**config.mk**
```make
export PLATFORM = sky130hd
export DESIGN_NAME = fifo_wr_arbiter
export DESIGN_NICKNAME = d
export VERILOG_FILES = /design/src/rtl/fifo_arb_pkg.sv /design/src/rtl/rr_arbiter.sv /design/src/rtl/fifo_wr_arbiter.sv
export SDC_FILE = /design/constraint.sdc
export NUM_CORES = 1
export LEC_CHECK = 0
export CAP_MARGIN = 0
export CORE_ASPECT_RATIO = 1.75
export CORE_MARGIN = 2
export CORE_UTILIZATION = 29
export DETAILED_ROUTE_END_ITERATION = 12
export PLACE_DENSITY_LB_ADDON = 0.08
export SYNTH_ARGS = -nofsm -noshare
export SYNTH_HDL_FRONTEND = slang
export SYNTH_SLANG_ARGS = --single-unit
```
**constraint.sdc**
```tcl
create_clock -name clkA -period 2 [get_ports clkA]
set_input_delay 0.6 -clock clkA [delete_from_list [all_inputs] [get_ports clkA]]
set_output_delay 0.6 -clock clkA [all_outputs]
set_load 0.05 [all_outputs]
```
**src/rtl/fifo_arb_pkg.sv**
```systemverilog
// Shared types and helpers for the FIFO write-side arbiter and its
// rotate-priority picker.
package fifo_arb_pkg;

    typedef enum logic [0:0] {
        IDLE  = 1'b0,
        BURST = 1'b1
    } arb_state_e;

    localparam int DEFAULT_MAX_BURST = 8;

    // Index width for n items, never narrower than one bit.
    function automatic int grant_w(input int n);
        return (n <= 2) ? 1 : $clog2(n);
    endfunction

endpackage

```
**src/rtl/rr_arbiter.sv**
```systemverilog
// Combinational round-robin pick: first set request scanning upward from
// last_grant+1 with wrap, so last_grant itself has the lowest priority.
module rr_arbiter
    import fifo_arb_pkg::*;
#(
    parameter int NUM_REQ = 4,
    parameter int GRANT_W = grant_w(NUM_REQ)
) (
    input  logic [NUM_REQ-1:0] req,
    input  logic [GRANT_W-1:0] last_grant,
    output logic [GRANT_W-1:0] winner,
    output logic               any_valid
);

    localparam int SUM_W = GRANT_W + 1;

    logic [GRANT_W-1:0] cand_idx [NUM_REQ];
    logic [NUM_REQ-1:0] cand_hit;

    // Candidate gi is the requester gi+1 positions after last_grant.
    genvar gi;
    generate
        for (gi = 0; gi < NUM_REQ; gi++) begin : g_cand
            logic [SUM_W-1:0] sum;
            assign sum          = {1'b0, last_grant} + SUM_W'(gi + 1);
            assign cand_idx[gi] = (sum >= SUM_W'(NUM_REQ)) ? GRANT_W'(sum - SUM_W'(NUM_REQ))
                                                           : GRANT_W'(sum);
            assign cand_hit[gi] = req[cand_idx[gi]];
        end
    endgenerate

    always_comb begin
        winner    = '0;
        any_valid = |cand_hit;
        for (int i = NUM_REQ - 1; i >= 0; i--) begin
            if (cand_hit[i]) begin
                winner = cand_idx[i];
            end
        end
    end

endmodule

```
**src/rtl/fifo_wr_arbiter.sv**
```systemverilog
// Shares the FIFO write port between NUM_REQ producers with round-robin,
// burst-locked grants; writes are gated on fifo_full with zero added latency.
module fifo_wr_arbiter
    import fifo_arb_pkg::*;
#(
    parameter int NUM_REQ    = 4,
    parameter int DATA_WIDTH = 32,
    parameter int MAX_BURST  = DEFAULT_MAX_BURST,
    parameter int CNT_WIDTH  = 16,
    localparam int GRANT_W   = grant_w(NUM_REQ)
) (
    input  logic                          clkA,
    input  logic                          rst_n,
    input  logic [NUM_REQ-1:0]            req_valid,
    input  logic [NUM_REQ*DATA_WIDTH-1:0] req_data,
    input  logic [NUM_REQ-1:0]            req_last,
    output logic [NUM_REQ-1:0]            req_ready,
    input  logic                          fifo_full,
    output logic                          fifo_wr_en,
    output logic [DATA_WIDTH-1:0]         fifo_data_in,
    output logic [GRANT_W-1:0]            grant_id,
    output logic                          busy,
    output logic [CNT_WIDTH-1:0]          wr_count
);

    localparam int BEAT_W = grant_w(MAX_BURST);

    arb_state_e           state_reg, state_next;
    logic [GRANT_W-1:0]   grant_reg, grant_next;
    logic [GRANT_W-1:0]   last_grant_reg, last_grant_next;
    logic [BEAT_W-1:0]    beat_cnt_reg, beat_cnt_next;
    logic [CNT_WIDTH-1:0] wr_count_reg, wr_count_next;

    logic [GRANT_W-1:0]    winner;
    logic                  any_valid;
    logic                  in_burst;
    logic                  xfer;
    logic                  burst_done;
    logic [DATA_WIDTH-1:0] req_word [NUM_REQ];

    rr_arbiter #(
        .NUM_REQ (NUM_REQ),
        .GRANT_W (GRANT_W)
    ) u_rr_arbiter (
        .req        (req_valid),
        .last_grant (last_grant_reg),
        .winner     (winner),
        .any_valid  (any_valid)
    );

    assign in_burst   = (state_reg == BURST);
    assign xfer       = in_burst & req_valid[grant_reg] & ~fifo_full;
    assign burst_done = xfer & (req_last[grant_reg] | (beat_cnt_reg == BEAT_W'(MAX_BURST - 1)));

    genvar gi;
    generate
        for (gi = 0; gi < NUM_REQ; gi++) begin : g_port
            assign req_word[gi]  = req_data[gi*DATA_WIDTH +: DATA_WIDTH];
            assign req_ready[gi] = in_burst & ~fifo_full & (grant_reg == GRANT_W'(gi));
        end
    endgenerate

    // Data path is a pure mux so the word reaches the FIFO in the accept cycle.
    assign fifo_wr_en   = xfer;
    assign fifo_data_in = in_burst ? req_word[grant_reg] : '0;
    assign grant_id     = grant_reg;
    assign busy         = in_burst;
    assign wr_count     = wr_count_reg;

    always_ff @(posedge clkA or posedge rst_n) begin
        if (rst_n) begin
            state_reg      <= IDLE;
            grant_reg      <= '0;
            last_grant_reg <= GRANT_W'(NUM_REQ - 1);
            beat_cnt_reg   <= '0;
            wr_count_reg   <= '0;
        end else begin
            state_reg      <= state_next;
            grant_reg      <= grant_next;
            last_grant_reg <= last_grant_next;
            beat_cnt_reg   <= beat_cnt_next;
            wr_count_reg   <= wr_count_next;
        end
    end

    always_comb begin
        state_next      = state_reg;
        grant_next      = grant_reg;
        last_grant_next = last_grant_reg;
        beat_cnt_next   = beat_cnt_reg;
        wr_count_next   = wr_count_reg;
        case (state_reg)
            IDLE: begin
                if (any_valid) begin
                    state_next    = BURST;
                    grant_next    = winner;
                    beat_cnt_next = '0;
                end
            end
            BURST: begin
                // Grant is held while the owner is stalled or not valid.
                if (xfer) begin
                    beat_cnt_next = beat_cnt_reg + 1'b1;
                    wr_count_next = wr_count_reg + 1'b1;
                    if (burst_done) begin
                        state_next      = IDLE;
                        last_grant_next = grant_reg;
                    end
                end
            end
            default: state_next = IDLE;
        endcase
    end

endmodule

```
# Word level (Yosys, flattened, before mapping)
# Index checks and enable logic that the tools add are counted.
word_totals:
  regBits: 24
  input_bits: 139
  output_inout_bits: 56
  wordCells: 80
classes:
  addsub: 10
  order_cmp: 10
  n_eq_ne: 6
  muxes: 31
  n_bitwise: 12
  n_reduce_logical: 6
ops:
  columns: ["operator", "n"]
  rows:
  - ["$mux W32", 3]
  - ["$bmux W32 S2", 1]
  - ["$add A16 B1 Y16 const B", 1]
  - ["$mux W2", 8]
  - ["$ge A3 B3 Y1 const B", 5]
  - ["$lt A2 B3 Y1 const B", 5]
  - ["$bmux W1 S2", 6]
  - ["$mux W1", 9]
  - ["$and A1 B1 Y1", 8]
  - ["$sub A2 B1 Y2 const B", 4]
  - ["$add A2 B2 Y3 const B", 2]
  - ["$mux W3", 2]
  - ["$pmux W3 S2", 1]
  - ["$reduce_and A2 Y1", 3]
  - ["$eq A2 B2 Y1 const B", 2]
  - ["$reduce_or A4 Y1", 1]
  - ["$add A2 B1 Y3 const B", 1]
  - ["$add A2 B3 Y3 const B", 1]
  - ["$add A3 B1 Y3 const B", 1]
  - ["$eq A3 B3 Y1 const B", 1]
  - ["$not A2 Y3", 1]
  - ["$reduce_and A3 Y1", 1]
  - ["$eq A2 B1 Y1 const B", 1]
  - ["$logic_not A2 Y1", 1]
  - ["other kinds (5)", 6]

# Depth between registers and ports, before layout
# Gate-level depths: netlist of the first run.
logic_depth:
  ltp_word: 9
  ltp_mapped: 7
  mapped_depth_nobuf: 5

# Hierarchy
# Synthesis of the first run repeated with hierarchy kept, for this count alone.
unflattened:
  cells_unflattened: 200
  hier_area_um2: 2263.4
modules_own_cells:
  columns: ["mod", "instances", "cells_per_inst", "area_each_um2", "seq_area_each_um2"]
  rows:
  - ["fifo_wr_arbiter", 1, 186, 2172.1, 603.1]
  - ["rr_arbiter", 1, 14, 91.3, 0.0]

# Worst setup path before layout of the first run
# No wires, ideal clock.
synth_path:
  kind: "register -> output"
  start: "register grant_reg[1] (netlist: grant_id[1])"
  end: "output req_ready[2]"
  t_arrival_ns: 2.131
  required_ns: 1.400
  path_slack_ns: -0.731
  path_stages_with_launch: 5
  path_buffers: 2
  path_cell_list: "dfrtp_1 -> clkbuf_1 -> clkbuf_1 -> inv_1 -> nor2_1"
synth_via:
  elab_chain_len: 2
synth_rtl:
  columns: ["item", "line_no", "source"]
  rows:
  - ["start, declared", "fifo_wr_arbiter.sv:29", "logic [GRANT_W-1:0] grant_reg, grant_next;"]
  - ["start signal, assigned", "fifo_wr_arbiter.sv:79", "grant_reg <= grant_next;"]
  - ["$eq A2 B2 Y1", "fifo_wr_arbiter.sv:59", "assign req_ready[gi] = in_burst & ~fifo_full & (grant_reg == GRANT_W'(gi));"]
  - ["$and A1 B1 Y1", "fifo_wr_arbiter.sv:59", null]
  - ["end, declared", "fifo_wr_arbiter.sv:17", "output logic [NUM_REQ-1:0] req_ready,"]
# No other way between the ends.

# Worst setup path after layout of the first run
layout_path:
  start: "register grant_reg[0] (netlist: grant_id[0])"
  end: "output fifo_data_in[1]"
layout_via:
  elab_chain_len: 5
layout_rtl:
  columns: ["item", "line_no", "source"]
  rows:
  - ["$not A2 Y3 (not written as such)", "fifo_wr_arbiter.sv:65", "assign fifo_data_in = in_burst ? req_word[grant_reg] : '0;"]
  - ["$bmux W32 S2", "fifo_wr_arbiter.sv:65", null]
  - ["$mux W32 (not written as such) (2 in series)", "fifo_wr_arbiter.sv:65", null]
  - ["$mux W32", "fifo_wr_arbiter.sv:65", null]
  - ["end, declared", "fifo_wr_arbiter.sv:20", "output logic [DATA_WIDTH-1:0] fifo_data_in,"]
# No other way between the ends. The select of a mux whose other input is x is not followed.

==> impl_metrics.py, run 1 <==
metrics = {
    "critical_path": {
        "r2r.worst_path.cells": 8,
        "critical_path_class": "reg -> out",
        "worstPathArrival_ns": 1.73,
        "crit_start": "grant_id[0]",
        "reg2reg_from": "grant_id[0]",
        "rr_endpoint": "wr_count[5]",
        "cp.required_ns": 1.40,
        "worst-path-max-fanout": 12,
        "worst_setup_path_start_kind": "flop",
        "cp-end-kind": "primary output",
        "ff2ff_setup_slack_ns": -0.09,
    },
    "yosys": {
        "ys_seq_elements": 24,
        "synth_fp_nets": 333,
        "synth_flop_cell": "dfrtp_1",
        "netlist_area_um2": 2200,
        "synth_warnings": 0,
        "synth_edf_count": 0,
        "synth_top_area_share_pct": 33.8,
        "synthTopCellsByCount": "mux4_2, and2_1, dfrtp_1, nand2_1, xor2_1",
        "async_reset_ff_share_pct": 100,
        "ys_types": 37,
        "synth.largest_area_cell": "mux4_2",
        "syn_avg_cell_area_um2": 11.5,
        "synth.most_common_cell": "mux4_2",
        "synth.area.top_cells": "mux4_2, dfrtp_1, and2_1, xor2_1, nand2_1",
        "ys_seq_area_share_pct": 27.4,
        "synthCells": 191,
    },
    "route": {
        "route.detailed.drc": 0,
        "drtAntennaViolNets": 0,
        "viasPerCell": 4.99,
        "first_pass_iters": 4,
        "dr_total_vias": 2455,
        "post_drt_wl_per_cell_um": 19.3,
        "drt_iter0_drc": 86,
        "wl_mm": 9.52,
    },
    "cts": {
        "hold_buffers": 0,
        "tritoncts": "done",
        "clk_pin_slew_ns": 0.06,
        "clockBufferDepth": 2,
        "cts_num_sinks": 24,
        "cts_buffers": 3,
        "htree_levels": 1,
        "clock_latency_ns": 0.26,
        "root_buffer": "clkbuf_16",
    },
    "die": {
        "coreArea_um2": 7460,
        "die_y_um": 119,
        "start_util_pct": 29.5,
        "dieArea_um2": 8330,
        "rows": 42,
        "die_w_um": 69.9,
        "io_pins": 195,
    },
    "sta": {
        "final.period_utilization_pct": 116,
        "final-setup-viol-count": 44,
        "rsz0062_at_grt": "true",
        "finClkSkew_ns": 0.00763,
        "min_period_ns": 2.33,
        "setup_slack_ns": -0.326,
        "slew_headroom_pct": 66.5,
        "tightest_slew_ns": 0.502,
        "final-hold-violation-count": 0,
        "fmax_mhz": 430,
        "whs_ns": 0.496,
        "slew_violations": 0,
    },
    "place": {
        "io_buffers": 194,
        "gp_congestion": 0.830,
        "hpwl_mm": 7.76,
    },
    "power_and_ir_drop": {
        "p_comb_share_pct": 83.2,
        "power_leakage_uw": 0.00230,
        "ir_worst_vdd_uv": 1580,
        "internal-power_uw": 3860,
        "p_sw_share_pct": 46.9,
        "sequentialPowerShare_pct": 10.8,
        "switching_power_uw": 3400,
        "clkPwrFrac_pct": 6.0,
        "p_per_area_nw_per_um2": 1520,
    },
    "min_path": {
        "min_to": "wr_count[6]",
        "hp-start": "wr_count[6]",
        "hp-class": "reg -> reg",
        "min_path_cells": 1,
    },
    "global_route": {
        "grt_pass1_wl_mm": 14.7,
        "grt_max_degree": 26,
        "antenna_found_initial": 4,
        "grt_overflow_total": 0,
        "grt_pass1_vias": 2574,
        "grtUsageTotal_pct": 22.6,
    },
    "status": {
        "violations": "setup timing",
        "outcome": "finished, violations left",
    },
    "flow_run": {
        "cap_violations": 0,
    },
    "layout": {
        "largest_reg_flops": 16,
        "nets": 543,
        "drive_above_1_share_pct": 43.8,
        "final_util_pct": 64.1,
        "syn2layout_area_growth_pct": 117,
    },
}
[cells in the final DEF (no fill, tap or decap), types with 4 or more instances in the layout]
cell type	Yosys	layout
and2_4	0	32
buf_4	0	32
dlygate4sd2_1	0	131
clkbuf_16	0	4
nor2_4	0	5
xor2_1	9	9
inv_1	4	4
buf_12	0	11
nand2_1	17	17
o21ai_0	4	4
mux4_2	33	33
clkdlybuf4s50_1	0	7
nand3_1	7	7
buf_6	3	5
buf_8	0	32
dfrtp_1	22	19
diode_2	0	4
xnor2_1	6	6
[worst max-delay path by stage]
| stage | to | slack [ns] | cells past startpoint |
|---|---|---|---|
| final | fifo_data_in[1] | -0.33 | 4 |
| after global placement | fifo_wr_en | -0.53 | 5 |
| after CTS | fifo_data_in[16] | -0.36 | 4 |
| after global routing | fifo_data_in[14] | -0.38 | 4 |
| after detailed placement | wr_count[5] | -0.56 | 7 |
| after floorplan | fifo_data_in[23] | -0.18 | 4 |
[power groups by stage]
stage	logic [µW]	registers (µW)	clock network, µW
after floorplan	3600	986	0
after global placement	5270	780	0
after detailed placement	5310	787	0
after CTS	5990	781	439
after global routing	6310	811	456
final	6040	787	436
[per-stage QoR]
stage,cell area (µm²),TNS [ns],total power [µW],std cells,worst slack [ns]
2_1_floorplan,2390,-5.11,4580,191,-0.178
6_report,4780,-10.67,7260,492,-0.326
4_1_cts,4680,-11.32,7210,485,-0.355
3_5_place_dp,4460,-23.13,6090,479,-0.561
3_3_place_gp,4460,-22.39,6050,479,-0.527
5_1_grt,4780,-13.83,7570,491,-0.376
[critical path, stage by stage (launching register included)]
cell and delay (ns):
dfrtp_2 0.43, clkbuf_16 0.21, mux4_2 0.50, and2_4 0.18, buf_8 0.14
[cell type report]
class                           instances  area [µm²]
Fill cell                             622        2680
Inverter                                5        31.3
Clock buffer                            4        78.8
Sequential cell                        24         607
Multi-Input combinational cell        148        1710
Timing Repair Buffer                  219        2240
Tap cell                               88         110
Antenna cell                            4        10.0
[kinds of logic (layout without fill, tap and decap cells)]
| group | after synthesis | after routing | synth area share (%) |
|---|---|---|---|
| xor+xnor | 15 | 15 | 5.97 |
| compound gates | 11 | 11 | 3.35 |
| mux | 38 | 38 | 36.1 |
| other cells | 0 | 4 | 0 |
| simple gates | 81 | 81 | 21.0 |
| flops | 24 | 24 | 27.4 |
| buf+inv | 19 | 228 | 4.49 |
| fa+ha+maj | 3 | 3 | 1.70 |
[metal layers]
| metal | up-vias | global-route usage [%] | share of wire, % |
|---|---|---|---|
| met5 | - | 0 | 0 |
| met4 | 0 | 6.01 | 1.8 |
| met3 | 12 | 7.11 | 8.3 |
| met2 | 107 | 42.3 | 55 |
| met1 | 1194 | 24.0 | 35 |
| li1 | 1142 | - | - |
[what timing repair did]
item,CTS,global route
cloned,0,1
buffers inserted,2,3
pin swaps,14,8
resized for setup,206,12
setup endpoints to repair,54,45
(Power assumes the default switching activity.)
==> run 2: changes to the inputs <==
--- a/config.mk
+++ b/config.mk
@@ -11,6 +11,7 @@
 export CORE_UTILIZATION = 29
 export DETAILED_ROUTE_END_ITERATION = 12
 export PLACE_DENSITY_LB_ADDON = 0.08
+export SLEW_MARGIN = 20
 export SYNTH_ARGS = -nofsm -noshare
 export SYNTH_HDL_FRONTEND = slang
 export SYNTH_SLANG_ARGS = --single-unit
==> results of run 2 <==
Final layout, timing and power as in run 1 (identical DEF).
==> run 3: changes to the inputs <==
--- a/config.mk
+++ b/config.mk
@@ -5,6 +5,7 @@
 export SDC_FILE = /design/constraint.sdc
 export NUM_CORES = 1
 export LEC_CHECK = 0
+export ABC_CLOCK_PERIOD_IN_PS = 1900
 export CAP_MARGIN = 0
 export CORE_ASPECT_RATIO = 1.75
 export CORE_MARGIN = 2
==> constraint.sdc (replaced) <==
create_clock -name clkA -period 1.9 [get_ports clkA]
set_input_delay 0.57 -clock clkA [delete_from_list [all_inputs] [get_ports clkA]]
set_output_delay 0.57 -clock clkA [all_outputs]
set_load 0.05 [all_outputs]
==> run 3 against run 2 <==
Compared with the run above:
- the flow still finishes with violations (setup timing)
- via count up 0.94%
- core utilization up 4.4 points
- power up 7.8%
- sequential cell count unchanged
- wire length up 1.0%
- count of clock-buffer cells in the layout unchanged
- global-route usage up 0.64 points
- critical path depth up 1
- combinational power up 7.1%
- die area unchanged
- critical endpoint is now fifo_data_in[29]
- largest power group unchanged
==> impl_metrics.py, run 3 (synthesized netlist as in run 1, its figures left out) <==
metrics = {
    "status": {
        "outcome": "finished, violations left",
        "violations": "setup timing",
    },
    "layout": {
        "drive_above_1_share_pct": 44.8,
        "largest_reg_flops": 16,
        "fill_cells": 582,
        "syn2layout_area_growth_pct": 132,
        "nets": 549,
        "num_antenna_cells": 0,
        "regArea_um2": 607,
        "multiInputGateArea_um2": 1710,
        "mostFrequentLayoutCells": "clkdlybuf4s50_1, mux4_2, and2_4, buf_4",
        "final_common_cell": "clkdlybuf4s50_1",
        "final_cells": 494,
    },
    "global_route": {
        "grt_max_degree": 34,
        "grt_pass1_wl_mm": 14.9,
        "grt_overflow_total": 0,
        "grt_pass1_vias": 2660,
        "grtUsageTotal_pct": 23.3,
        "antenna_found_initial": 0,
    },
    "power_and_ir_drop": {
        "power_uw": 7820,
        "p_per_area_nw_per_um2": 1530,
        "power_leakage_uw": 0.00236,
        "ir_worst_vdd_uv": 882,
    },
    "cts": {
        "clock_latency_ns": 0.26,
        "htree_levels": 1,
        "root_buffer": "clkbuf_16",
        "tritoncts": "done",
        "cts_num_sinks": 24,
        "hold_buffers": 0,
        "cts_buffers": 3,
        "clockBufferDepth": 2,
        "clk_pin_slew_ns": 0.06,
    },
    "sta": {
        "tightest_slew_ns": 0.420,
        "slew_violations": 0,
        "fmax_mhz": 423,
        "final-setup-viol-count": 40,
        "setup_slack_ns": -0.465,
        "final.period_utilization_pct": 124,
        "timing.setup.tns_ns": -14.93,
        "rsz0062_at_grt": "true",
        "min_period_ns": 2.37,
        "finClkSkew_ns": 0.00231,
        "slew_headroom_pct": 71.9,
        "final-hold-violation-count": 0,
    },
    "critical_path": {
        "cp.required_ns": 1.33,
        "worst-path-max-fanout": 10,
        "critical_path_class": "reg -> out",
        "r2r.worst_path.cells": 6,
        "cp-end-kind": "primary output",
        "ff2ff_setup_slack_ns": -0.09,
        "worstPathArrival_ns": 1.80,
        "worst_setup_path_start_kind": "flop",
    },
    "die": {
        "rows": 42,
        "coreArea_um2": 7460,
        "die_w_um": 69.9,
        "io_pins": 195,
        "start_util_pct": 29.5,
        "die_y_um": 119,
        "dieArea_um2": 8330,
    },
    "route": {
        "route.detailed.drc": 0,
        "viasPerCell": 5.02,
        "dr_total_vias": 2478,
        "first_pass_iters": 4,
        "drtAntennaViolNets": 0,
        "drt_iter0_drc": 85,
        "wl_mm": 9.62,
        "post_drt_wl_per_cell_um": 19.5,
    },
    "place": {
        "dp.cells": 484,
        "io_buffers": 194,
        "gp_congestion": 0.879,
        "hpwl_mm": 7.98,
    },
    "min_path": {
        "min_path_cells": 1,
        "hp-class": "reg -> reg",
    },
    "flow_run": {
        "cap_violations": 0,
    },
}
## run 3: cell types whose count changed in the layout (fill, tap and decap cells not counted), sizes merged
cell | before | now
dlygate4sd2 | 131 | 5
buf | 80 | 87
diode | 4 | 0
clkbuf | 5 | 4
dlymetal6s2s | 0 | 20
clkdlybuf4s50 | 7 | 113
## run 3: per-layer routing
| layer | share of wire (%) | GRT usage [%] | up-vias |
|---|---|---|---|
| li1 | - | - | 1143 |
| met1 | 33 | 24.9 | 1196 |
| met2 | 55 | 43.0 | 122 |
| met3 | 8.5 | 6.01 | 17 |
| met4 | 2.9 | 8.53 | 0 |
| met5 | 0 | 0 | - |
## run 3: worst max-delay path, stage by stage, from the launching register on
cell	delay (ns)
dfrtp_2	0.42
buf_4	0.14
buf_12	0.14
mux4_2	0.51
and2_4	0.17
buf_6	0.14
## run 3: area by class of cell
cell class	count	area share, %
Tap cell	88	2.15
Inverter	5	0.611
Timing Repair Buffer	225	50.3
Multi-Input combinational cell	148	33.4
Clock buffer	4	1.74
Sequential cell	24	11.9
## run 3: power breakdown
part / internal (µW) / total (µW) / switching, µW
sequential: 658 / 854 / 196
combinational: 3250 / 6470 / 3210
clock: 322 / 504 / 182
## run 3: path summary, 6_finish.rpt
path | startpoint | endpoint
max | grant_id[0] | fifo_data_in[29]
min | wr_count[15] | wr_count[15]
max reg2reg | grant_id[0] | last_grant_reg[0]
min reg2reg | wr_count[15] | wr_count[15]
max in group asynchronous | rst_n | last_grant_reg[0]
min in group asynchronous | rst_n | wr_count[3]
## run 3: repair_timing
| item | CTS | global route |
|---|---|---|
| pin swaps | 10 | 1 |
| endpoints found under the setup margin | 59 | 48 |
| gates cloned | 3 | 0 |
| resized for setup | 57 | 34 |
| buffers inserted | 4 | 1 |
## run 3: metrics by stage
step | setup WS [ns] | util, % | hold slack [ns] | area (µm²)
floorplan | -0.248 | - | 0.464 | 2480
global placement | -0.577 | 62.5 | 0.461 | 4670
detailed placement | -0.587 | 62.5 | 0.462 | 4670
CTS | -0.470 | 67.7 | 0.478 | 5050
global route | -0.514 | 68.6 | 0.503 | 5120
finish | -0.465 | 68.6 | 0.476 | 5120
